## src/rtl/mux_arbiter.sv

```systemverilog
// mux_arbiter: round-robin burst arbiter steering N requesters onto one valid/ready channel.
// Define MUX_ARB_BURST_CAP_EN to force a release after MAX_BURST beats of one grant.
module mux_arbiter #(
  parameter int N = 4,
  parameter int W = 8,
  parameter int MAX_BURST = 4
) (
  input  logic                 clk,
  input  logic                 rst_n,
  input  logic [N-1:0]         req_valid,
  input  logic [N*W-1:0]       req_data,
  input  logic [N-1:0]         req_last,
  output logic [N-1:0]         req_ready,
  output logic                 out_valid,
  output logic [W-1:0]         out_data,
  output logic                 out_last,
  input  logic                 out_ready,
  output logic [$clog2(N)-1:0] sel,
  output logic [N-1:0]         grant,
  output logic                 busy
);
  localparam int SW = $clog2(N);
  typedef enum logic {IDLE, GRANT} state_t;
  state_t state, state_n;
  logic [SW-1:0] ptr, ptr_n, sel_n, win, idx;
  logic [N-1:0] grant_n;
  logic xfer, rel, cap_hit;
  if (N < 2 || N > 8 || MAX_BURST < 1 || MAX_BURST > 255) begin : g_bad_param
    $error("mux_arbiter: parameter out of range");
  end
  assign busy = state == GRANT;
  assign out_valid = busy & req_valid[sel];
  assign out_last = busy & req_last[sel];
  assign out_data = busy ? req_data[sel*W +: W] : '0;
  assign req_ready = grant & {N{out_ready}};
  assign xfer = out_valid & out_ready;
  assign rel = xfer & (out_last | cap_hit);
`ifdef MUX_ARB_BURST_CAP_EN
  localparam int CW = MAX_BURST > 1 ? $clog2(MAX_BURST) : 1;
  logic [CW-1:0] cnt;
  assign cap_hit = cnt == CW'(MAX_BURST - 1);
  always_ff @(posedge clk or negedge rst_n)
    if (!rst_n) cnt <= '0;
    else cnt <= rel ? '0 : xfer ? cnt + 1'b1 : cnt;
`else
  assign cap_hit = 1'b0;
`endif
  // Scan downward so the lowest offset from ptr is the last (winning) assignment.
  always_comb begin
    win = ptr;
    idx = ptr;
    for (int i = N - 1; i >= 0; i--) begin
      idx = SW'((int'(ptr) + i) % N);
      if (req_valid[idx]) win = idx;
    end
  end
  always_comb begin
    state_n = state;
    ptr_n = ptr;
    sel_n = sel;
    grant_n = grant;
    if (state == IDLE && |req_valid) begin
      state_n = GRANT;
      sel_n = win;
      grant_n = N'(1) << win;
    end else if (state == GRANT && rel) begin
      state_n = IDLE;
      grant_n = '0;
      ptr_n = sel == SW'(N - 1) ? '0 : sel + 1'b1;
    end
  end
  always_ff @(posedge clk or negedge rst_n)
    if (!rst_n) begin
      state <= IDLE;
      ptr <= '0;
      sel <= '0;
      grant <= '0;
    end else begin
      state <= state_n;
      ptr <= ptr_n;
      sel <= sel_n;
      grant <= grant_n;
    end
endmodule
```

## config.mk

```make
export PLATFORM = sky130hd
export DESIGN_NAME = mux_arbiter
export DESIGN_NICKNAME = d
export VERILOG_FILES = /design/src/rtl/mux_arbiter.sv
export SDC_FILE = /design/constraint.sdc
export NUM_CORES = 1
export LEC_CHECK = 0
export BUFFER_PORTS_ARGS = -buffer_cell sky130_fd_sc_hd__buf_2
export CAP_MARGIN = 25
export CORE_MARGIN = 3
export CORE_UTILIZATION = 42
export CTS_CLUSTER_SIZE = 10
export DETAILED_ROUTE_END_ITERATION = 10
export PLACE_DENSITY = 0.83
export SLEW_MARGIN = 15
export SYNTH_ARGS = -nofsm -noshare
export SYNTH_HDL_FRONTEND = slang
export SYNTH_SLANG_ARGS = --single-unit
export TNS_END_PERCENT = 50
```

## constraint.sdc

```tcl
create_clock -name clk -period 2.5 [get_ports clk]
set_input_delay 0.75 -clock clk [delete_from_list [all_inputs] [get_ports clk]]
set_output_delay 0.75 -clock clk [all_outputs]
set_load 0.05 [all_outputs]
```

==> results by group, run 1 <==
Finish
  • Finished Layout Cells: 181
  • Share of cells above drive strength 1: a little over half
  • Antenna Cells: 0
  • Commonest non-fill, non-tap cells in the layout: buf_2 (58), and2_1 (12), mux4_1 (8), buf_4 (8), dfrtp_1 (7)
  • Syn-to-layout area delta: 40.96%
  • Most common cell after layout, fill and taps aside: buf_2
  • Nets: approximately 200
  • Fill count: 168

Clock tree
  • Skew-Pair Late Insertion Delay: 0.27 ns
  • CTS tree: done
  • CTS buffer count: 3
  • Clk sinks: 9
  • Clock Root Buffer: clkbuf_4
  • CTS Buffer Depth: 2
  • CTS H-tree lvls: 1
  • Clk slew on worst S/H paths: 0.06 ns

GRT
  • Largest net degree at the start of global routing: 14
  • Initial antenna violation count: 0
  • First-pass GRT wire length: about 3800 µm
  • GRT Total Usage: 18.09%
  • Vias in the first global route: 928
  • GRT overflow: 0

Synth
  • Syn Inst Count: 88
  • Synth unique cells: 34
  • Largest area contributor in the netlist: dfrtp_1
  • Synth Warn #: 0
  • Synthesized area per cell: 10.93 µm²
  • Cell Area, Synth: 962.2 µm²
  • Synth Register Bits: 9
  • Sequential-to-total area share from yosys stat: 23.41%
  • Yosys top cell area share: 23.41%
  • Largest cells by area after synthesis: dfrtp_1 (23%), mux4_1 (22%), and2_1 (7.8%)
  • Syn nets: 132

Route
  • Vias: between 900 and 1000
  • Detail Route Antenna Nets: 0
  • DRC viols: 0
  • DRT iter0 DRCs: 7
  • Post-Route WL: 2710 µm
  • Vias per cell: 5.359
  • DR WL/cell: 14.97 µm
  • First-pass DRT Iterations: 4

Power
  • Pwr Density: 1415 mW/mm²
  • Total power: 1.919 mW
  • Leakage: 0.7019 nW
  • Max VDD drop: 0.9335 mV

Timing
  • Final setup margin: 0.01684 ns
  • Max Slew Vio Count: 0
  • Hold WS: 0.3145 ns
  • # setup viols final: 0
  • Clock skew: 0.001273 ns
  • Period Utilization, post-route: 99.33%
  • Final Hold Fails: 0
  • Post-route setup TNS: 0 ns
  • Highest clock rate: 0.4027 GHz
  • RSZ-0062 raised after global routing: true
  • Minimum clock period: 2.483 ns
  • Slew at the pin closest to its max-slew limit: 0.4173 ns
  • Slew HR: 72.08%

Floorplan
  • CORE AREA: 0.002062 mm²
  • Die Wd: 53.87 µm
  • Initial Util: a little under half
  • Die footprint: 0.002901 mm²
  • Die Ht: 53.87 µm
  • I/O Pins: 64
  • Rows: 16

Placed design
  • Post-Place Setup Slack: 0.04640 ns
  • Detailed Place HPWL: ~2100 µm
  • Placer congestion estimate: about 0.73
  • DP Cell Count: 174
  • PortBufs: 63

Worst setup path
  • CP max stage delay: 0.54 ns
  • Crit-path leading delay family: multiplexers
  • CP required: 1.75 ns
  • Cells along the critical path: buf_12 > mux4_1 > and2_1 > buf_2
  • CP Launch Type: flip-flop
  • Critical path arrival: 1.73 ns
  • WS Path Type: flip-flop to output port
  • Crit path capture type: output port
  • Slowest-stage cell, CP: mux4_1
  • CP bufs+invs: 2
  • Crit-path max FO: 7

Hold path
  • HP Class: primary input to async pin

Status
  • Status: completed

Run
  • MaxCap Viol Count: 0
[metrics by stage]
stage	util, %	area [µm²]
final	65.78	1356
after global routing	65.78	1356
after CTS	63.47	1309
after detailed placement	61.65	1271
after global placement	61.65	1271
after floorplan	-	963.4
[power breakdown]
part           total, mW  switching (mW)  internal [mW]  leakage [nW]
sequential         0.310          0.0947          0.215         0.109
combinational       1.49           0.914          0.576         0.578
clock              0.118          0.0564         0.0619        0.0150
[cell families (layout without fill, tap and decap cells)]
kind of cell	after synthesis	in the layout	synth area share [%]
fa+ha+maj	1	1	1.300
compound gates	23	23	19.38
buf+inv	9	75	7.411
mux	15	15	30.43
simple gates	31	31	18.08
flops	9	9	23.41
[cells in the mapped netlist, drive strengths merged]
cell and n:
a21o 2, a21oi 5, a32o 2, and2 12
buf 4, clkbuf 3, dfrtp 9, ha 1
inv 2, mux2 4, mux2i 3, mux4 8
nand2 6, nand2b 2, nor2 4, nor2b 4
nor4 1, o211a 2, o211ai 1, o21ai 4
o221ai 1, o22ai 2, o2bb2ai 3, o311a 1
or2 1, or2b 1
[final timing paths]
| kind | cells after the start | startpoint | to | slack [ns] |
|---|---|---|---|---|
| min reg2reg | 1 | grant[2] | grant[2] | 0.52 |
| max reg2reg | 5 | sel[0] | ptr[0] | 0.85 |
| max in group asynchronous | 1 | rst_n | sel[0] | 1.99 |
| min | 1 | rst_n | grant[3] | 0.31 |
| max | 4 | sel[0] | out_data[4] | 0.02 |
| min in group clk | 1 | grant[2] | grant[2] | 0.52 |
[layout make-up]
type | count | area, µm² | area share (%)
clock buffers | 4 | 26.28 | 1.937
inverters | 2 | 7.507 | 0.5535
multi-input cells | 70 | 665.6 | 49.08
flip-flops and latches | 9 | 230.2 | 16.97
well taps | 27 | 33.78 | 2.491
repair buffers | 69 | 392.9 | 28.97
[metal layers]
layer / track usage [%] / wire, µm / share of wire (%)
met1: 19.49 / 1058 / 39
met2: 33.06 / 1278 / 47
met3: 4.986 / 317 / 12
met4: 6.809 / 55 / 2.0
met5: 0 / 0 / 0
[what timing repair did]
action,4_1_cts,5_1_grt
hold buffers,0,0
endpoints found under the setup margin,9,8
gates resized for setup,2,13
buffers inserted,1,2
[flip-flops by register name (all words and copies together) (netlist names)]
name   cells
busy       1
grant      4
ptr        2
sel        2
Note: power is estimated with default switching activity, not from simulation.
==> run 2, diff against run 1 <==
- RECOVER_POWER: unset -> 50
==> run 2 against run 1 <==
Net effect: die area unchanged; sequential share of layout area rose by 0.13 points; design area decreased by 0.74%; fmax unchanged; clock skew unchanged; sequential power about the same.
==> results by group, run 2 (synthesis gave the netlist of run 1 again) <==
GRT
  • Global Route met3 Usage: 4.986%
  • GRT overflow: 0
  • GR peak layer: met2
  • Vias in the first global route: ~930
  • Largest net degree at the start of global routing: 14
  • GR Util met2: 33.06%
  • M1 GR Usage: 19.49%
  • GRT Total Usage: 18.09%
  • First-pass GRT wire length: 3788 µm
  • Initial antenna violation count: 0

Timing
  • Clock skew: 0.001273 ns
  • RSZ-0062 raised after global routing: true
  • Slew HR: between 60% and 70%
  • Max Slew Vio Count: 0
  • # setup viols final: 0
  • Period Utilization, post-route: between 90 and 100%
  • Highest clock rate: 0.4027 GHz
  • Slew at the pin closest to its max-slew limit: 0.6006 ns
  • Minimum clock period: between 2 and 2.5 ns
  • Final Hold Fails: 0

Power
  • Leakage: 0.6802 nW
  • Max VDD drop: just over 0.9 mV
  • Power Internal: 0.8451 mW
  • NetSw: between 1 and 1.5 mW
  • Comb power frac: a little under 80%
  • Clock power frac: 6.2%
  • Pwr Density: about 1400 mW/mm²
  • Sequential fraction of design power: around 16%
  • Total power: 1.908 mW
  • Sw Share: 55.70%

Clock tree
  • Clk sinks: 9
  • CTS buffer count: 3
  • CTS Buffer Depth: 2
  • Skew-Pair Late Insertion Delay: 0.27 ns
  • Clock Root Buffer: clkbuf_4
  • CTS tree: done
  • CTS H-tree lvls: 1
  • Hold Buf Count CTS: 0
  • Clk slew on worst S/H paths: 0.06 ns

Route
  • First-pass DRT Iterations: 4
  • DRC viols: 0
  • DRT iter0 DRCs: 7
  • DR WL/cell: 14.91 µm
  • Post-Route WL: 2699 µm
  • Vias: 976
  • Vias per cell: 5.392
  • Detail Route Antenna Nets: 0

Worst setup path
  • R2R depth: 5
  • CP required: around 1.8 ns
  • Reg2reg end: ptr[0]
  • CP endpoint: out_data[4]
  • Crit-path max FO: 7
  • Critical Path Start: sel[0]
  • Critical path arrival: 1.73 ns
  • CP Launch Type: flip-flop
  • WS Path Type: flip-flop to output port
  • R2R Setup Slk: slightly above 0.8 ns
  • R2R Path Start: sel[0]
  • Crit path capture type: output port

Placed design
  • Detailed Place HPWL: 2083 µm
  • Placer congestion estimate: roughly 0.73
  • PortBufs: 63
  • Placed Area: 0.001271 mm²

Finish
  • Syn-to-layout area delta: 39.92%
  • Max FFs per register: 4
  • Commonest non-fill, non-tap cells in the layout: buf_2 (52), and2_1 (12), mux4_1 (8), buf_4 (8)
  • Antenna Cells: 0
  • Share of cells above drive strength 1: 50.00%
  • Most common cell after layout, fill and taps aside: buf_2
  • Nets: 199
  • Largest regs: grant: 4 flops, ptr: 2 flops, sel: 2 flops
  • Final instance area: 0.001346 mm²
  • Top reg by flops: grant

Floorplan
  • Initial Util: 46.66%
  • Die Ht: 53.87 µm
  • Die Wd: 53.87 µm
  • I/O Pins: 64
  • Die footprint: about 0.0029 mm²
  • Rows: 16
  • CORE AREA: 0.002062 mm²

Status
  • Status: completed

Run
  • MaxCap Viol Count: 0

Hold path
  • HP Class: primary input to async pin
[run 2: changes by cell type in the layout (fill, tap and decap cells not counted), sizes merged]
cell    previous run  this run
clkbuf             4        10
buf               69        63
[run 2: how the worst min path moves through the flow]
stage	start	to	cells after the start
after CTS	rst_n	grant[2]	1
after floorplan	rst_n	busy	0
after global routing	rst_n	sel[0]	1
final	rst_n	grant[3]	1
after global placement	grant[3]	grant[3]	1
after detailed placement	grant[3]	grant[3]	1
[run 2: cell type report]
type | count | area, µm²
inverters | 2 | 7.507
well taps | 27 | 33.78
clock buffers | 4 | 26.28
fillers | 169 | 715.7
multi-input cells | 70 | 663.1
flip-flops and latches | 9 | 230.2
repair buffers | 69 | 385.4
[run 2: power by group through the flow]
stage / combinational [mW] / clock [mW] / sequential (mW)
floorplan: 1.02 / 0 / 0.422
global placement: 1.32 / 0 / 0.334
detailed placement: 1.34 / 0 / 0.344
CTS: 1.37 / 0.121 / 0.339
global route: 1.57 / 0.127 / 0.321
finish: 1.48 / 0.118 / 0.310
[run 2: per-layer routing]
layer  routed length, µm  up-vias  share of wire (%)
met5                   0        -                  0
met3                 319        5                 12
li1                    -      473                  -
met1                1041      446                 39
met2                1281       52                 47
met4                  55        0                2.0
[run 2: worst max-delay path: stages, from the launching register on]
cell and delay, ns:
dfrtp_4 0.42, buf_12 0.13, mux4_1 0.54, and2_1 0.17
buf_2 0.20
[run 2: stage by stage]
stage | setup TNS, ns | worst slack, ns | hold slack [ns] | std cells | utilization, %
finish | 0 | 0.01684 | 0.4006 | 181 | 65.29
global route | -0.06353 | -0.02065 | 0.4376 | 181 | 65.29
CTS | 0 | 0.006345 | 0.3174 | 179 | 63.47
detailed placement | 0 | 0.04640 | 0.5029 | 174 | 61.65
global placement | 0 | 0.05687 | 0.4893 | 174 | 61.65
floorplan | 0 | 0.08009 | 0.4544 | 88 | -
[run 2: repair_timing]
item,in CTS,in global routing
pin swaps,0,0
endpoints found under the setup margin,9,8
gates resized for setup,2,13
endpoints found under the hold margin,0,0
cloned,0,0
setup buffers,1,2
